### src/rtl/ucsbece154a_controller_mw.sv
// Multicycle RV32I control unit: state machine, main/ALU/immediate decoders,
// memory ready handshake with a bounded wait, and a sticky fault state.
module ucsbece154a_controller_mw #(
  parameter int MEM_WAIT    = 1,
  parameter int MEM_TIMEOUT = 16,
  parameter int EXT_EN      = 1
) (
  input  logic       clk,
  input  logic       reset,
  input  logic [6:0] op_i,
  input  logic [2:0] funct3_i,
  input  logic       funct7_i,
  input  logic       zero_i,
  input  logic       mem_ready_i,
  output logic       PCWrite_o,
  output logic       MemWrite_o,
  output logic       IRWrite_o,
  output logic       RegWrite_o,
  output logic       AdrSrc_o,
  output logic [1:0] ALUSrcA_o,
  output logic [1:0] ALUSrcB_o,
  output logic [1:0] ResultSrc_o,
  output logic [3:0] ALUControl_o,
  output logic [2:0] ImmSrc_o,
  output logic       fault_o,
  output logic [1:0] cause_o,
  output logic [3:0] state_o
);

  typedef enum logic [3:0] {
    S_FETCH    = 4'd0,
    S_DECODE   = 4'd1,
    S_MEMADR   = 4'd2,
    S_MEMREAD  = 4'd3,
    S_MEMWB    = 4'd4,
    S_MEMWRITE = 4'd5,
    S_EXECR    = 4'd6,
    S_ALUWB    = 4'd7,
    S_EXECI    = 4'd8,
    S_JAL      = 4'd9,
    S_BRANCH   = 4'd10,
    S_LUI      = 4'd11,
    S_JALR     = 4'd12,
    S_TRAP     = 4'd15
  } state_t;

  localparam logic [6:0] OP_LW    = 7'b0000011;
  localparam logic [6:0] OP_SW    = 7'b0100011;
  localparam logic [6:0] OP_R     = 7'b0110011;
  localparam logic [6:0] OP_I     = 7'b0010011;
  localparam logic [6:0] OP_BR    = 7'b1100011;
  localparam logic [6:0] OP_JAL   = 7'b1101111;
  localparam logic [6:0] OP_JALR  = 7'b1100111;
  localparam logic [6:0] OP_LUI   = 7'b0110111;
  localparam logic [6:0] OP_AUIPC = 7'b0010111;

  localparam logic [3:0] ALU_ADD  = 4'b0000;
  localparam logic [3:0] ALU_SUB  = 4'b0001;
  localparam logic [3:0] ALU_AND  = 4'b0010;
  localparam logic [3:0] ALU_OR   = 4'b0011;
  localparam logic [3:0] ALU_XOR  = 4'b0100;
  localparam logic [3:0] ALU_SLT  = 4'b0101;
  localparam logic [3:0] ALU_SLL  = 4'b0110;
  localparam logic [3:0] ALU_SRL  = 4'b0111;
  localparam logic [3:0] ALU_SRA  = 4'b1000;
  localparam logic [3:0] ALU_SLTU = 4'b1001;

  localparam logic [1:0] CAUSE_NONE    = 2'b00;
  localparam logic [1:0] CAUSE_ILLEGAL = 2'b01;
  localparam logic [1:0] CAUSE_TIMEOUT = 2'b10;

  localparam bit EXT     = (EXT_EN != 0);
  localparam int CNT_W   = $clog2(MEM_TIMEOUT + 2);
  localparam int TO_LAST = (MEM_TIMEOUT > 0) ? MEM_TIMEOUT - 1 : 0;

  state_t           state, state_next;
  logic [1:0]       cause, cause_next;
  logic [CNT_W-1:0] wait_cnt;
  logic             ready, mem_state, timeout_hit, taken;

  function automatic logic [3:0] alu_decode(input logic [2:0] f3, input logic f7,
                                            input logic op5);
    case (f3)
      3'b000:  return (op5 && f7) ? ALU_SUB : ALU_ADD;
      3'b001:  return ALU_SLL;
      3'b010:  return ALU_SLT;
      3'b011:  return ALU_SLTU;
      3'b100:  return ALU_XOR;
      3'b101:  return f7 ? ALU_SRA : ALU_SRL;
      3'b110:  return ALU_OR;
      default: return ALU_AND;
    endcase
  endfunction

  // ALU operations that exist only in the extended instruction set
  function automatic logic ext_only(input logic [2:0] f3);
    return (f3 == 3'b001) || (f3 == 3'b011) || (f3 == 3'b100) || (f3 == 3'b101);
  endfunction

  assign ready     = (MEM_WAIT != 0) ? mem_ready_i : 1'b1;
  assign mem_state = (state == S_FETCH) || (state == S_MEMREAD) || (state == S_MEMWRITE);
  // Fires on the MEM_TIMEOUT-th consecutive stalled cycle; ready in that cycle still completes.
  assign timeout_hit = (MEM_TIMEOUT > 0) && mem_state && !ready &&
                       (wait_cnt == CNT_W'(TO_LAST));
  assign taken = (funct3_i == 3'b000) ? zero_i :
                 ((funct3_i == 3'b001) && EXT) ? ~zero_i : 1'b0;

  always_comb begin
    state_next = state;
    cause_next = cause;
    case (state)
      S_FETCH, S_MEMREAD, S_MEMWRITE: begin
        if (ready) begin
          state_next = (state == S_FETCH)   ? S_DECODE :
                       (state == S_MEMREAD) ? S_MEMWB  : S_FETCH;
        end else if (timeout_hit) begin
          state_next = S_TRAP;
          cause_next = CAUSE_TIMEOUT;
        end
      end
      S_DECODE: begin
        case (op_i)
          OP_LW, OP_SW: state_next = S_MEMADR;
          OP_R:         state_next = (!EXT && ext_only(funct3_i)) ? S_TRAP : S_EXECR;
          OP_I:         state_next = (!EXT && ext_only(funct3_i)) ? S_TRAP : S_EXECI;
          OP_BR:        state_next = (!EXT && funct3_i == 3'b001) ? S_TRAP : S_BRANCH;
          OP_JAL:       state_next = S_JAL;
          OP_JALR:      state_next = EXT ? S_JALR : S_TRAP;
          OP_LUI:       state_next = S_LUI;
          OP_AUIPC:     state_next = EXT ? S_ALUWB : S_TRAP;
          default:      state_next = S_TRAP;
        endcase
        if (state_next == S_TRAP) cause_next = CAUSE_ILLEGAL;
      end
      S_MEMADR: state_next = (op_i == OP_LW) ? S_MEMREAD : S_MEMWRITE;
      S_MEMWB:  state_next = S_FETCH;
      S_EXECR:  state_next = S_ALUWB;
      S_EXECI:  state_next = S_ALUWB;
      S_ALUWB:  state_next = S_FETCH;
      S_JAL:    state_next = S_ALUWB;
      S_JALR:   state_next = S_JAL;
      S_LUI:    state_next = S_ALUWB;
      S_BRANCH: begin
        if ((funct3_i == 3'b000) || (funct3_i == 3'b001 && EXT)) begin
          state_next = S_FETCH;
        end else begin
          state_next = S_TRAP;
          cause_next = CAUSE_ILLEGAL;
        end
      end
      S_TRAP:   state_next = S_TRAP;
      default:  state_next = S_FETCH;
    endcase
  end

  always_ff @(posedge clk) begin
    if (reset) begin
      state    <= S_FETCH;
      cause    <= CAUSE_NONE;
      wait_cnt <= '0;
    end else begin
      state <= state_next;
      cause <= cause_next;
      if (state_next != state) wait_cnt <= '0;
      else if (mem_state && !ready) wait_cnt <= wait_cnt + 1'b1;
    end
  end

  always_comb begin
    PCWrite_o    = 1'b0;
    MemWrite_o   = 1'b0;
    IRWrite_o    = 1'b0;
    RegWrite_o   = 1'b0;
    AdrSrc_o     = 1'b0;
    ALUSrcA_o    = 2'b00;
    ALUSrcB_o    = 2'b00;
    ResultSrc_o  = 2'b00;
    ALUControl_o = ALU_ADD;
    case (state)
      S_FETCH: begin
        ALUSrcB_o   = 2'b10;
        ResultSrc_o = 2'b10;
        PCWrite_o   = ready;
        IRWrite_o   = ready;
      end
      S_DECODE: begin
        ALUSrcA_o = 2'b01;
        ALUSrcB_o = 2'b01;
      end
      S_MEMADR, S_JALR: begin
        ALUSrcA_o = 2'b10;
        ALUSrcB_o = 2'b01;
      end
      S_MEMREAD: AdrSrc_o = 1'b1;
      S_MEMWB: begin
        RegWrite_o  = 1'b1;
        ResultSrc_o = 2'b01;
      end
      S_MEMWRITE: begin
        AdrSrc_o   = 1'b1;
        MemWrite_o = ready;
      end
      S_EXECR: begin
        ALUSrcA_o    = 2'b10;
        ALUControl_o = alu_decode(funct3_i, funct7_i, op_i[5]);
      end
      S_EXECI: begin
        ALUSrcA_o    = 2'b10;
        ALUSrcB_o    = 2'b01;
        ALUControl_o = alu_decode(funct3_i, funct7_i, op_i[5]);
      end
      S_ALUWB: RegWrite_o = 1'b1;
      S_JAL: begin
        ALUSrcA_o = 2'b01;
        ALUSrcB_o = 2'b10;
        PCWrite_o = 1'b1;
      end
      S_BRANCH: begin
        ALUSrcA_o    = 2'b10;
        ALUControl_o = ALU_SUB;
        PCWrite_o    = taken;
      end
      S_LUI: begin
        ALUSrcA_o = 2'b11;
        ALUSrcB_o = 2'b01;
      end
      default: ;
    endcase
    // No architectural side effect may slip out during the reset cycle
    if (reset) begin
      PCWrite_o  = 1'b0;
      MemWrite_o = 1'b0;
      IRWrite_o  = 1'b0;
      RegWrite_o = 1'b0;
    end
  end

  always_comb begin
    case (op_i)
      OP_SW:           ImmSrc_o = 3'b001;
      OP_BR:           ImmSrc_o = 3'b010;
      OP_JAL:          ImmSrc_o = 3'b011;
      OP_LUI, OP_AUIPC: ImmSrc_o = 3'b100;
      default:         ImmSrc_o = 3'b000;
    endcase
  end

  assign fault_o = (state == S_TRAP);
  assign cause_o = cause;
  assign state_o = state;

endmodule

### config.mk
export PLATFORM = sky130hd
export DESIGN_NAME = ucsbece154a_controller_mw
export DESIGN_NICKNAME = d
export VERILOG_FILES = /design/src/rtl/ucsbece154a_controller_mw.sv
export SDC_FILE = /design/constraint.sdc
export NUM_CORES = 1
export LEC_CHECK = 0
export CORE_AREA = 2 2 67 69
export CTS_CLUSTER_SIZE = 12
export DETAILED_ROUTE_END_ITERATION = 16
export DIE_AREA = 0 0 69 71
export GPL_ROUTABILITY_DRIVEN = 1
export GPL_TIMING_DRIVEN = 0
export PLACE_DENSITY = 0.69
export REMOVE_ABC_BUFFERS = 1
export SYNTH_ARGS = -nofsm -noshare
export SYNTH_HDL_FRONTEND = slang
export SYNTH_SLANG_ARGS = --single-unit
export TNS_END_PERCENT = 100
### constraint.sdc
create_clock -name clk -period 2.2 [get_ports clk]
set_input_delay 0.22 -clock clk [delete_from_list [all_inputs] [get_ports clk]]
set_output_delay 0.22 -clock clk [all_outputs]
set_load 0.02 [all_outputs]
==> results.tsv, run 1 <==
stage	metric	value	unit
timing	hold violation count in the final report	0	
worst_setup_path	peak fanout along the critical path	5	
synth	top cells by instance count after synthesis	sky130_fd_sc_hd__nor2_1, sky130_fd_sc_hd__a21oi_1, sky130_fd_sc_hd__nand2_1, sky130_fd_sc_hd__dfxtp_1	
placed_design	worst-case setup slack after placement	-812.3	ps
timing	Tmin final	2204	ps
placed_design	final HPWL from detailed placement	2.609	mm
clock_network	clock latency of the later-clocked register in the worst-skew pair	240	ps
global_route	number of global-route vias before repair	1471	
placed_design	Cell Area, Placed	0.001787	mm²
timing	Fmax	0.4537	GHz
synth	Cell variety after synth	60	
power	switching share of total power	48.44	%
floorplan	Die X-Extent	69	µm
clock_network	cts bufs inserted	3	
synth	number of register bits inferred by synthesis	11	
clock_network	count of clock tree sinks	11	
worst_setup_path	number of buffers and inverters on the critical path	1	
detailed_routing	TritonRoute pass-1 iters	4	
global_route	initial antenna violation count	0	
detailed_routing	WL final	4.230	mm
synth	dominant cells by area after synthesis	sky130_fd_sc_hd__dfxtp_1, sky130_fd_sc_hd__nor2_1, sky130_fd_sc_hd__a21oi_1	
job	count of max-cap constraint violations	0	
synth	Syn Std Cell Area	0.001400	mm²
detailed_routing	DRC violation count after routing	0	
worst_setup_path	Worst EP required	2370	ps
detailed_routing	final antenna-violating net count	0	
worst_setup_path	sort of element at the start of the critical path	register	
power	combinational cell fraction of total power	74.1	%
floorplan	Std-Cell Core Area	0.004204	mm²
clock_network	total number of H-tree levels	1	
synth	most repeated cell in the gate-level netlist after synthesis	sky130_fd_sc_hd__nor2_1	
worst_setup_path	crit path max-delay cell type	sky130_fd_sc_hd__or4_1	
placed_design	Buffers on Ports	39	
global_route	all-layer global routing usage	16.42	%
global_route	total gr overflow	0	
detailed_routing	routed via count divided by cell count	5.569	
placed_design	routability congestion estimate	0.7556	
synth	cell accounting for the most synthesized area	sky130_fd_sc_hd__dfxtp_1	
floorplan	DIE AREA	0.004899	mm²
timing	fin. max-slew vios	0	
layout	net count of the finished layout	263	
timing	aggregate negative setup slack	-4.764	ps
synth	Yosys warning total	0	
synth	post-synthesis async set-or-reset flop share	0	%
worst_setup_path	top cell family by delay on the critical path	simple AND/OR/NAND/NOR gates	
timing	Max-Slew Margin vs Limit	70.54	%
synth	average cell area after synthesis	7.000	µm²
power	Static Leakage	0.8595	nW
layout	number of diodes added for antenna fixing	0	
floorplan	num ports	40	
power	worst vdd ir	0.5448	mV
layout	final core area utilization	51.19	%
timing	setup repair after global routing missed its margin	true	
floorplan	effective utilization at floorplan	33.30	%
timing	worst-margin pin slew	442.0	ps
power	Switch Pwr	0.001134	W
worst_hold_path	classification of the worst-slack hold path	register to register	
worst_setup_path	CP most frequent cell	sky130_fd_sc_hd__ha_4	
timing	clock skew after layout	4.495	ps
timing	share of the clock period used by the worst path	100.2	%
synth	part of the Yosys area used for sequential elements	15.73	%
global_route	maximum number of pins on one net before global-route repair	27	
layout	proportion of layout cells with a drive suffix above 1	22.45	%
power	internal power consumption	0.001207	W
worst_setup_path	classification of the worst setup path	register to register	
clock_network	buffer depth of the longest clock path	2	
status	violated checks	negative setup slack	
synth	Top FF cell, synth	sky130_fd_sc_hd__dfxtp_1	
synth	cell count after synthesis	200	
status	run status	complete, but fails checks	
clock_network	CTS tree	built	
power	clock power share	8.7	%
worst_setup_path	Critical Path End Type	register	
layout	area overhead of the layout relative to synthesis	53.71	%
worst_setup_path	worst-path cell chain	ha_4 -> and3_4 -> ha_4 -> buf_6 -> and2_4 -> or3_4 -> or4_1 -> nor2_1	
floorplan	vertical die dimension	71	µm
power	sequential group share of total power	17.2	%
clock_network	number of buffers added to fix hold violations after cts	0	
timing	post-route worst setup slack	-3.875	ps
layout	Post-Layout Inst Area	0.002152	mm²
synth	fraction of post-synthesis cell area in the top cell type by area	15.73	%
worst_setup_path	arrival time of data at the critical path endpoint	2370	ps
timing	Final Setup Violations	2	
detailed_routing	DRC marker count from the first detailed-route iteration	140	
synth	number of enable flip-flop cells after synthesis	0	
floorplan	row cnt	24	
clock_network	Root Buffer	sky130_fd_sc_hd__clkbuf_8	
clock_network	clock transition at the registers of the reported paths	50	ps
detailed_routing	via count	1654	
worst_setup_path	delay of the slowest critical-path stage	520	ps
power	total power per unit cell area	1088	mW/mm²
global_route	first-pass GRT wire length	6.810	mm
detailed_routing	Wirelength per Cell	14.24	µm
-- final cells by class --
cell class / instances / area (µm²)
clock buffers: 3 / 41.29
repair buffers: 56 / 539.3
fillers: 436 / 2052
flip-flops and latches: 11 / 242.7
multi-input cells: 165 / 1225
clock inverters: 1 / 5.005
inverters: 9 / 33.78
well taps: 52 / 65.06
-- cells by family (layout without fill, tap and decap cells) --
kind of cell               after synthesis  after routing  share of synthesized area, %
adders and majority gates                2              2                         1.787
and+or+nand+nor                        101            101                         42.18
buffers and inverters                   24             69                         7.327
muxes                                    3              3                         2.145
AOI/OAI and AO/OA                       50             50                         24.66
xor gates and xnor gates                 9              9                         6.167
DFF                                     11             11                         15.73
-- sequential cells by signal (all words and copies together) (netlist names) --
register / cells
state_o: 4
cause_o: 2
wait_cnt: 5
-- power groups by stage --
| stage | Combinational (W) | Sequential [W] | Clock [W] |
|---|---|---|---|
| final | 0.00173 | 0.000403 | 0.000205 |
| after global routing | 0.00187 | 0.000417 | 0.000221 |
| after CTS | 0.00152 | 0.000423 | 0.000211 |
| after detailed placement | 0.00133 | 0.000452 | 0 |
| after global placement | 0.00132 | 0.000455 | 0 |
| after floorplan | 0.000838 | 0.000444 | 0 |
-- tightest hold or removal path, delay by kind of cell (launching register included) --
family	cells	cell delay, ps
flip-flops	1	310
buffers and inverters	1	50
AO/OA/AOI/OAI	1	50
-- what timing repair did --
item                                    in CTS  in global routing
gates resized for setup                     38                 24
pin swaps                                   13                  8
endpoints found under the setup margin      23                 12
setup buffers                                7                 10
-- placed cells by master (no fill, tap or decap), types with 3 or more instances in the layout --
cell | synthesis | final
sky130_fd_sc_hd__nand2_1 | 13 | 13
sky130_fd_sc_hd__and3_1 | 6 | 4
sky130_fd_sc_hd__dfxtp_1 | 11 | 5
sky130_fd_sc_hd__xnor2_1 | 5 | 5
sky130_fd_sc_hd__buf_4 | 0 | 14
sky130_fd_sc_hd__clkdlybuf4s50_1 | 0 | 23
sky130_fd_sc_hd__clkbuf_8 | 0 | 3
sky130_fd_sc_hd__nor3_1 | 9 | 7
sky130_fd_sc_hd__or4_1 | 5 | 4
sky130_fd_sc_hd__dlymetal6s2s_1 | 0 | 6
sky130_fd_sc_hd__inv_1 | 9 | 8
sky130_fd_sc_hd__o21ai_0 | 6 | 6
sky130_fd_sc_hd__xor2_1 | 3 | 3
sky130_fd_sc_hd__nor2_1 | 25 | 25
sky130_fd_sc_hd__nand2b_1 | 5 | 5
sky130_fd_sc_hd__nand3_1 | 5 | 5
sky130_fd_sc_hd__dlygate4sd2_1 | 0 | 9
sky130_fd_sc_hd__a21oi_1 | 16 | 16
sky130_fd_sc_hd__a211oi_1 | 3 | 3
sky130_fd_sc_hd__dfxtp_4 | 0 | 6
sky130_fd_sc_hd__nor2b_1 | 4 | 4
-- path summary, 6_finish.rpt --
check                             end                startpoint  depth (start not counted)  slack (ps)
max          wait_cnt[1]$_SDFFE_PP0P_  wait_cnt[0]$_SDFFE_PP0P_                          8          -4
min           cause_o[0]$_SDFFE_PP0P_   cause_o[0]$_SDFFE_PP0P_                          2         450
min reg2reg   cause_o[0]$_SDFFE_PP0P_   cause_o[0]$_SDFFE_PP0P_                          2         450
max reg2reg  wait_cnt[1]$_SDFFE_PP0P_  wait_cnt[0]$_SDFFE_PP0P_                          8          -4
-- layer usage --
layer  track usage (%)  routed length (µm)  share of wire, %  up-vias
met5                 0                   0                 0        -
met2             26.60                1987                47       61
li1                  -                   -                 -      829
met4             4.575                  44               1.0        0
met3             2.279                 279               6.6        7
met1             22.88                1919                45      757
-- per-stage QoR --
stage | power, W | instances | hold WS, ps
final | 0.002341 | 297 | 453.6
after global routing | 0.002505 | 297 | 487.9
after global placement | 0.001779 | 276 | 447.0
after floorplan | 0.001282 | 185 | 289.1
after detailed placement | 0.001779 | 276 | 446.3
after CTS | 0.002149 | 287 | 458.8
Note: power is estimated with default switching activity, not from simulation.
==> run 2: changes to the inputs <==
CELL_PAD_IN_SITES_DETAIL_PLACEMENT = 1   (was default)
CELL_PAD_IN_SITES_GLOBAL_PLACEMENT = 2   (was default)
CORE_AREA = 2 2 82 84   (was 2 2 67 69)
DIE_AREA = 0 0 84 86   (was 0 0 69 71)
PLACE_DENSITY = 0.8   (was 0.69)
==> results.tsv, run 2 (synthesized netlist as in run 1, its figures left out) <==
stage	metric	value	unit
status	run status	finished, final reports clean	
timing	Fmax	0.4585	GHz
clock_network	clock transition at the registers of the reported paths	50	ps
layout	fill cell total of the finished layout	772	
timing	clock skew after layout	2.487	ps
floorplan	num ports	40	
timing	setup repair after global routing missed its margin	true	
layout	Reg with most FFs	wait_cnt	
detailed_routing	routed via count divided by cell count	5.188	
timing	Max-Slew Margin vs Limit	66.57	%
timing	worst-margin pin slew	500.7	ps
timing	Tmin final	2181	ps
global_route	maximum number of pins on one net before global-route repair	27	
layout	most frequent standard cell in the layout excluding fill and tap cells	sky130_fd_sc_hd__nor2_1	
clock_network	cts bufs inserted	3	
layout	final core area utilization	33.51	%
layout	Layout Cells excl Fill	320	
floorplan	effective utilization at floorplan	22.30	%
job	count of max-cap constraint violations	0	
timing	share of the clock period used by the worst path	99.14	%
worst_setup_path	Worst EP required	2370	ps
clock_network	clock latency of the later-clocked register in the worst-skew pair	240	ps
layout	most used cells in the layout excluding fill and tap cells	sky130_fd_sc_hd__nor2_1, sky130_fd_sc_hd__clkdlybuf4s50_1, sky130_fd_sc_hd__a21oi_1, sky130_fd_sc_hd__nand2_1, sky130_fd_sc_hd__buf_4	
placed_design	routability congestion estimate	0.7214	
placed_design	Buffers on Ports	39	
detailed_routing	WL final	5.191	mm
layout	area overhead of the layout relative to synthesis	50.22	%
floorplan	DIE AREA	0.007224	mm²
clock_network	Root Buffer	sky130_fd_sc_hd__clkbuf_8	
global_route	all-layer global routing usage	13.75	%
detailed_routing	Wirelength per Cell	16.22	µm
worst_setup_path	peak fanout along the critical path	8	
global_route	GR Util met2	23.78	%
global_route	global routing met3 resource utilization	1.155	%
power	Static Leakage	0.8009	nW
clock_network	buffer depth of the longest clock path	2	
detailed_routing	via count	1660	
floorplan	vertical die dimension	86	µm
worst_setup_path	arrival time of data at the critical path endpoint	2360	ps
detailed_routing	TritonRoute pass-1 iters	4	
global_route	first-pass GRT wire length	8.252	mm
detailed_routing	final antenna-violating net count	0	
global_route	most used routing layer	met2	
timing	Final Setup Violations	0	
floorplan	Std-Cell Core Area	0.006277	mm²
worst_hold_path	classification of the worst-slack hold path	primary input to register	
clock_network	CTS tree	built	
detailed_routing	DRC violation count after routing	0	
power	total power per unit cell area	1095	mW/mm²
power	worst vdd ir	0.4873	mV
detailed_routing	DRC marker count from the first detailed-route iteration	68	
layout	number of diodes added for antenna fixing	0	
layout	proportion of layout cells with a drive suffix above 1	21.40	%
layout	max FFs per register	5	
worst_setup_path	Critical Path End Type	register	
placed_design	total placed cells including tap cells	301	
placed_design	final HPWL from detailed placement	3.299	mm
global_route	met1 routing resource usage after global routing	19.20	%
worst_setup_path	classification of the worst setup path	register to register	
global_route	number of global-route vias before repair	1597	
floorplan	row cnt	29	
global_route	initial antenna violation count	0	
clock_network	count of clock tree sinks	11	
layout	net count of the finished layout	261	
clock_network	number of buffers added to fix hold violations after cts	0	
worst_setup_path	sort of element at the start of the critical path	register	
floorplan	Die X-Extent	84	µm
clock_network	total number of H-tree levels	1	
timing	hold violation count in the final report	0	
timing	fin. max-slew vios	0	
timing	worst hold slack after final layout	445.0	ps
global_route	total gr overflow	0	
## run 2: cell types whose count changed in the layout (fill, tap and decap cells not counted), moves of 2 or more
cell,delta
sky130_fd_sc_hd__dlymetal6s2s_1,-3
sky130_fd_sc_hd__dfxtp_2,+2
sky130_fd_sc_hd__dfxtp_4,-2
sky130_fd_sc_hd__dlygate4sd2_1,+2
## run 2: layer usage
metal	wire length, µm	part of all wire [%]
met1	2485	48
met2	2487	48
met3	185	3.6
met4	32	0.62
met5	0	0
## run 2: final cells by class
class,instances,area (µm²),area share (%)
timing repair buffer,54,499.2,23.74
sequential,11,237.7,11.30
tap,77,96.34,4.581
multi-input combinational,165,1190,56.57
clock buffer,3,41.29,1.963
inverter,9,33.78,1.606
clock inverter,1,5.005,0.2380
## run 2: path summary, 6_finish.rpt
kind	startpoint	endpoint	slack (ps)	depth (start not counted)
worst max-delay path	state_o[0]$_SDFF_PP0_	wait_cnt[0]$_SDFFE_PP0P_	20	7
worst min-delay path	reset	cause_o[1]$_SDFFE_PP0P_	440	2
worst max register to register	state_o[0]$_SDFF_PP0_	wait_cnt[0]$_SDFFE_PP0P_	20	7
worst min register to register	cause_o[0]$_SDFFE_PP0P_	cause_o[0]$_SDFFE_PP0P_	460	2
## run 2: timing repair
item	CTS	global route
pin swaps	11	7
endpoints found under the setup margin	28	9
endpoints found under the hold margin	0	0
resized for setup	36	15
buffers inserted	11	4
## run 2: through the flow
step / setup slack [ps] / cell area (µm²) / TNS, ps / power [W]
after global placement: -869.6 / 1818 / -6744 / 0.001821
after global routing: -97.08 / 2103 / -352.0 / 0.002484
after floorplan: -317.1 / 1331 / -1525 / 0.001282
after detailed placement: -856.3 / 1818 / -6919 / 0.001831
after CTS: 4.318 / 2004 / 0 / 0.002194
final: 19.01 / 2103 / 0 / 0.002304
## run 2: critical path, cell delays in order, from the launching register on
cell and delay (ps):
sky130_fd_sc_hd__dfxtp_4 390, sky130_fd_sc_hd__or4_4 560, sky130_fd_sc_hd__nor3_4 180, sky130_fd_sc_hd__nor4_2 70
sky130_fd_sc_hd__buf_4 160, sky130_fd_sc_hd__mux2i_2 180, sky130_fd_sc_hd__or4_1 480, sky130_fd_sc_hd__nor2_1 110
## run 2: power by group
part	switching, W	internal (W)	total (W)
Clock	0.0000845	0.000125	0.000209
Combinational	0.000967	0.000761	0.00173
Sequential	0.000103	0.000264	0.000366
Total	0.00115	0.00115	0.00230
